==> config.mk <==
export PLATFORM = sky130hd
export DESIGN_NAME = data_lsu
export DESIGN_NICKNAME = d
export VERILOG_FILES = /design/src/rtl/data_lsu.sv
export SDC_FILE = /design/constraint.sdc
export NUM_CORES = 1
export LEC_CHECK = 0
export ABC_AREA = 0
export CAP_MARGIN = 15
export CORE_UTILIZATION = 45
export CTS_CLUSTER_SIZE = 16
export DETAILED_ROUTE_END_ITERATION = 16
export HOLD_SLACK_MARGIN = 0.1
export PLACE_DENSITY = 0.89
export SKIP_LAST_GASP = 1
export SLEW_MARGIN = 40
export SYNTH_ARGS = -nofsm -noshare
export SYNTH_HDL_FRONTEND = slang
export SYNTH_SLANG_ARGS = --single-unit
==> constraint.sdc <==
create_clock -name clk -period 1.93 [get_ports clk]
set_input_delay 0.4825 -clock clk [delete_from_list [all_inputs] [get_ports clk]]
set_output_delay 0.4825 -clock clk [all_outputs]
set_load 0.05 [all_outputs]
==> src/rtl/data_lsu.sv <==
// ---------------------------------------------------------------------------
// data_lsu -- load/store unit between a processor request port and a simple
// byte-addressed memory with a combinational 32-bit big-endian read port.
//
// Loads read one word and extract/extend the byte, halfword or word at the
// address (the byte at the address is the MSB of data_in). Word stores write
// directly. Byte and halfword stores do a read-modify-write: the word at the
// address is read first and the new bytes replace its top lane(s).
//
// Ports:
//   clk, rst       clock, synchronous active-high reset
//   req_*          processor request (valid/ready handshake, we, size,
//                  unsigned, addr, wdata)
//   resp_valid     one-cycle completion pulse
//   resp_rdata     load result (0 for stores), held until the next response
//   resp_err       misaligned-request flag, held until the next response
//   data_addr      memory byte address (0 when no access)
//   data_wr        memory write strobe (memory writes on rising clk)
//   data_out       memory write word (0 when not writing)
//   data_in        memory combinational read word
//
// Configuration macro: LSU_MISALIGN_TRAP_EN
//   defined   -> misaligned halfword/word requests are answered at once with
//                resp_err=1 and never touch memory
//   undefined -> every address is accessed as given, resp_err stays 0
// ---------------------------------------------------------------------------
module data_lsu (
    input  logic        clk,
    input  logic        rst,
    input  logic        req_valid,
    output logic        req_ready,
    input  logic        req_we,
    input  logic [1:0]  req_size,
    input  logic        req_unsigned,
    input  logic [31:0] req_addr,
    input  logic [31:0] req_wdata,
    output logic        resp_valid,
    output logic [31:0] resp_rdata,
    output logic        resp_err,
    output logic [31:0] data_addr,
    output logic        data_wr,
    output logic [31:0] data_out,
    input  logic [31:0] data_in
);

    typedef enum logic [1:0] {IDLE, READ, WRITE, RESP} state_t;

    state_t      state_reg;
    logic [31:0] addr_reg;
    logic [31:0] wdata_reg;
    logic [31:0] old_reg;
    logic [31:0] rdata_reg;
    logic [1:0]  size_reg;
    logic        we_reg;
    logic        unsigned_reg;
    logic        err_reg;

    logic        misaligned;
    logic [31:0] load_result;
    logic [31:0] store_aligned;
    logic [3:0]  lane_mask;
    logic [31:0] merged_word;

`ifdef LSU_MISALIGN_TRAP_EN
    always_comb begin
        case (req_size)
            2'b00:   misaligned = 1'b0;
            2'b01:   misaligned = req_addr[0];
            default: misaligned = (req_addr[1:0] != 2'b00);
        endcase
    end
`else
    assign misaligned = 1'b0;
`endif

    // Extraction from the live read word; the addressed byte sits in [31:24].
    always_comb begin
        case (size_reg)
            2'b00:   load_result = {{24{~unsigned_reg & data_in[31]}}, data_in[31:24]};
            2'b01:   load_result = {{16{~unsigned_reg & data_in[31]}}, data_in[31:16]};
            default: load_result = data_in;
        endcase
    end

    // New data moved to the top lane(s); lane_mask marks which lanes it owns.
    always_comb begin
        case (size_reg)
            2'b00: begin
                store_aligned = {wdata_reg[7:0], 24'h000000};
                lane_mask     = 4'b1000;
            end
            2'b01: begin
                store_aligned = {wdata_reg[15:0], 16'h0000};
                lane_mask     = 4'b1100;
            end
            default: begin
                store_aligned = wdata_reg;
                lane_mask     = 4'b1111;
            end
        endcase
    end

    // Per-lane merge of new bytes over the word captured in READ.
    generate
        for (genvar gi = 0; gi < 4; gi++) begin : g_lane
            assign merged_word[8*gi +: 8] = lane_mask[gi] ? store_aligned[8*gi +: 8]
                                                          : old_reg[8*gi +: 8];
        end
    endgenerate

    always_ff @(posedge clk) begin
        if (rst) begin
            state_reg    <= IDLE;
            addr_reg     <= 32'h0;
            wdata_reg    <= 32'h0;
            old_reg      <= 32'h0;
            rdata_reg    <= 32'h0;
            size_reg     <= 2'b00;
            we_reg       <= 1'b0;
            unsigned_reg <= 1'b0;
            err_reg      <= 1'b0;
        end else begin
            case (state_reg)
                IDLE: begin
                    if (req_valid) begin
                        addr_reg     <= req_addr;
                        wdata_reg    <= req_wdata;
                        size_reg     <= req_size;
                        we_reg       <= req_we;
                        unsigned_reg <= req_unsigned;
                        if (misaligned) begin
                            // Trap: skip memory entirely and answer next cycle.
                            rdata_reg <= 32'h0;
                            err_reg   <= 1'b1;
                            state_reg <= RESP;
                        end else if (req_we && req_size[1]) begin
                            state_reg <= WRITE;
                        end else begin
                            state_reg <= READ;
                        end
                    end
                end
                READ: begin
                    old_reg <= data_in;
                    if (!we_reg) begin
                        rdata_reg <= load_result;
                        err_reg   <= 1'b0;
                        state_reg <= RESP;
                    end else begin
                        state_reg <= WRITE;
                    end
                end
                WRITE: begin
                    rdata_reg <= 32'h0;
                    err_reg   <= 1'b0;
                    state_reg <= RESP;
                end
                RESP: begin
                    state_reg <= IDLE;
                end
                default: begin
                    state_reg <= IDLE;
                end
            endcase
        end
    end

    assign req_ready  = (state_reg == IDLE);
    assign resp_valid = (state_reg == RESP);
    assign resp_rdata = rdata_reg;
    assign resp_err   = err_reg;
    assign data_addr  = (state_reg == READ || state_reg == WRITE) ? addr_reg : 32'h0;
    // Gated by rst so a reset landing on the WRITE cycle cancels the write.
    assign data_wr    = (state_reg == WRITE) && !rst;
    assign data_out   = (state_reg == WRITE) ? merged_word : 32'h0;

endmodule

==> reports/metrics.cfg <==
[route]
post_drt_wl_per_cell_um=19.8
drt-initial-drc-count=546
drtAntennaViolNets=0
drt_pass1_iterations=5
routed_wl_mm=21.6
vias=5968
drcViolationCount=0
vias_per_cell=5.49

[floorplanning]
core-area_mm2=0.0126
rows=41
fp.dieW_um=115
initial_core_util=0.460
die_y_um=115
ios=203
dieArea_mm2=0.0133

[yosys]
synth_edf_count=0
synth_fp_nets=797
synth.distinct_cells=31
syn-cell-area_mm2=0.00578
seq_area_frac_synth=0.436
synth_cells=690
synth_top_area_share=0.436
ys_top_cells_by_count=nand2_1 (169), dfxtp_1 (126), a21oi_1 (77), mux2i_1 (64), and2_1 (49)
ys.flop_type=dfxtp_1
yosysWarnings=0
yosysMostFrequentCell=nand2_1
synth_area_leader_cell=dfxtp_1
ys_top_cells_by_area=dfxtp_1 (44%), mux2i_1 (11%), nand2_1 (11%)
async_flop_share=0
ys_ff_latch=126
syn_avg_cell_area_um2=8.38

[worst_hold_path]
min_to=resp_rdata[31]$_SDFFE_PP0P_
whs_path_depth=2
min_path_type=in -> reg
holdCritStartpoint=rst

[timing]
setup_slack_ps=-323
final-setup-viol-count=65
rsz0062_at_grt=true
max_freq_ghz=0.444
period_minus_slack_ps=2250
tightest_slew_ps=522
hold_viol_final=0
slew_viol_final=0
max_slew_margin=0.652
skew_ps=8.57
timing.final.crit_share=1.17

[grt]
grt_max_degree=50
grt_usage=0.314
overflow=0
antenna_found_initial=0
grt_pass1_wl_mm=31.1
grt_pass1_vias=5893

[finish]
fill_cells=702
antenna_cells=0
nNetsFinal=1009
area_growth_pct=73.1
multiInputGateArea_mm2=0.00337
instances_no_fill=1087
layout-drive-gt1-share=0.309
fin_util=0.796
ff_latch_area_mm2=0.00253

[run_status]
violations=negative setup slack
run_status=finished with violations

[critical_path]
r2r_end=resp_rdata[4]$_SDFFE_PP0P_
crit_arrival_ps=1770
rr_startpoint=state_reg[1]$_SDFFE_PP0P_
worstPathRequired_ps=1450
crit_path_start=size_reg[0]$_SDFFE_PP0P_
critPathMaxFanout=6
r2r_cells=8
crit_type=reg -> out
cp-start-kind=flop
end_kind=primary output
ff2ff_setup_slack_ps=50

[clocking]
clk_latency_ps=420
cts_tree=built
cts-root-buf=clkbuf_16
clock_sinks=126
h-tree-depth=4
cts_buffers=17
cts.reportedPaths.clkPinSlew_ps=50
clk_path_buf_depth=2

[placed_design]
dp.cells=1030
numPortBuffers=201
place.gp.congestion=0.804
hpwl_mm=13.2

[flow_run]
drv_cap=0

[power]
p_per_area_mw_per_mm2=1370
leakagePower_nw=3.84
ir_drop_uv=883

[power breakdown]
part	switching, W	internal, W	leakage, nW
combinational	0.00369	0.00321	2.52
sequential	0.000466	0.00315	1.03
clock	0.00122	0.00197	0.283
[critical path, stage by stage (launching register included)]
cell,delay (ps)
dfxtp_4,410
buf_12,160
buf_6,100
mux2i_1,250
o21ai_1,130
and2_4,160
buf_12,140
[layout by cell type, fill, tap and decap left out, types with 9 or more instances in the layout]
master,synthesis,routed
a22o_1,9,9
o21ai_0,24,9
dfxtp_1,126,122
buf_12,0,78
o2bb2ai_2,10,10
buf_4,2,59
clkdlybuf4s50_1,0,101
nor2b_4,0,17
a21oi_1,77,77
and2_4,0,48
mux2i_1,64,54
nor2_1,25,25
o21ai_1,2,13
clkbuf_16,0,19
nand2b_1,10,10
nor2b_1,38,21
nand2_1,169,168
[per-stage QoR]
stage	hold slack, ps	setup WS [ps]	cell area [um2]	power (W)	TNS [ps]
floorplan	432	3.13	5820	0.00683	0
global placement	439	147	8710	0.00895	0
detailed placement	443	109	8710	0.00908	0
CTS	310	-169	9860	0.0133	-7960
global route	313	-340	10000	0.0142	-13100
finish	320	-323	10000	0.0137	-10370
[layout make-up]
type                            instances  area share
Clock buffer                           20      0.0457
Inverter                                2     0.00100
Clock inverter                         12      0.0136
Timing Repair Buffer                  251       0.328
Sequential cell                       126       0.253
Tap cell                              172      0.0215
Multi-Input combinational cell        504       0.337
[logic make-up after synthesis]
group | Yosys count | share of synthesized area
AOI/OAI and AO/OA | 138 | 0.154
adders and majority gates | 4 | 0.00866
buffers and inverters | 60 | 0.0470
DFF | 126 | 0.436
muxes | 64 | 0.111
other | 1 | 0.000649
and+or+nand+nor | 297 | 0.242
[repair_timing]
action / CTS / global route
gates resized for setup: 102 / 17
cloned: 5 / 3
hold buffers: 0 / 0
buffers inserted: 15 / 2
pin swaps: 19 / 13
setup endpoints to repair: 65 / 65
[worst max-delay path by stage]
stage                    end  slack [ps]  depth (start not counted)
2_1_floorplan   data_out[24]           3                          6
3_3_place_gp    data_out[19]         150                          5
3_5_place_dp   data_addr[18]         110                          5
4_1_cts         data_out[22]        -170                          5
5_1_grt         data_out[31]        -340                          6
6_report        data_out[31]        -320                          6
[layer usage]
metal | share of wire | GRT usage | vias to the layer above
li1 | - | - | 2720
met3 | 0.065 | 0.0706 | 97
met1 | 0.38 | 0.345 | 2807
met2 | 0.50 | 0.549 | 344
met4 | 0.058 | 0.195 | 0
met5 | 0 | 0 | -
Power figures use the tool's default switching activity.
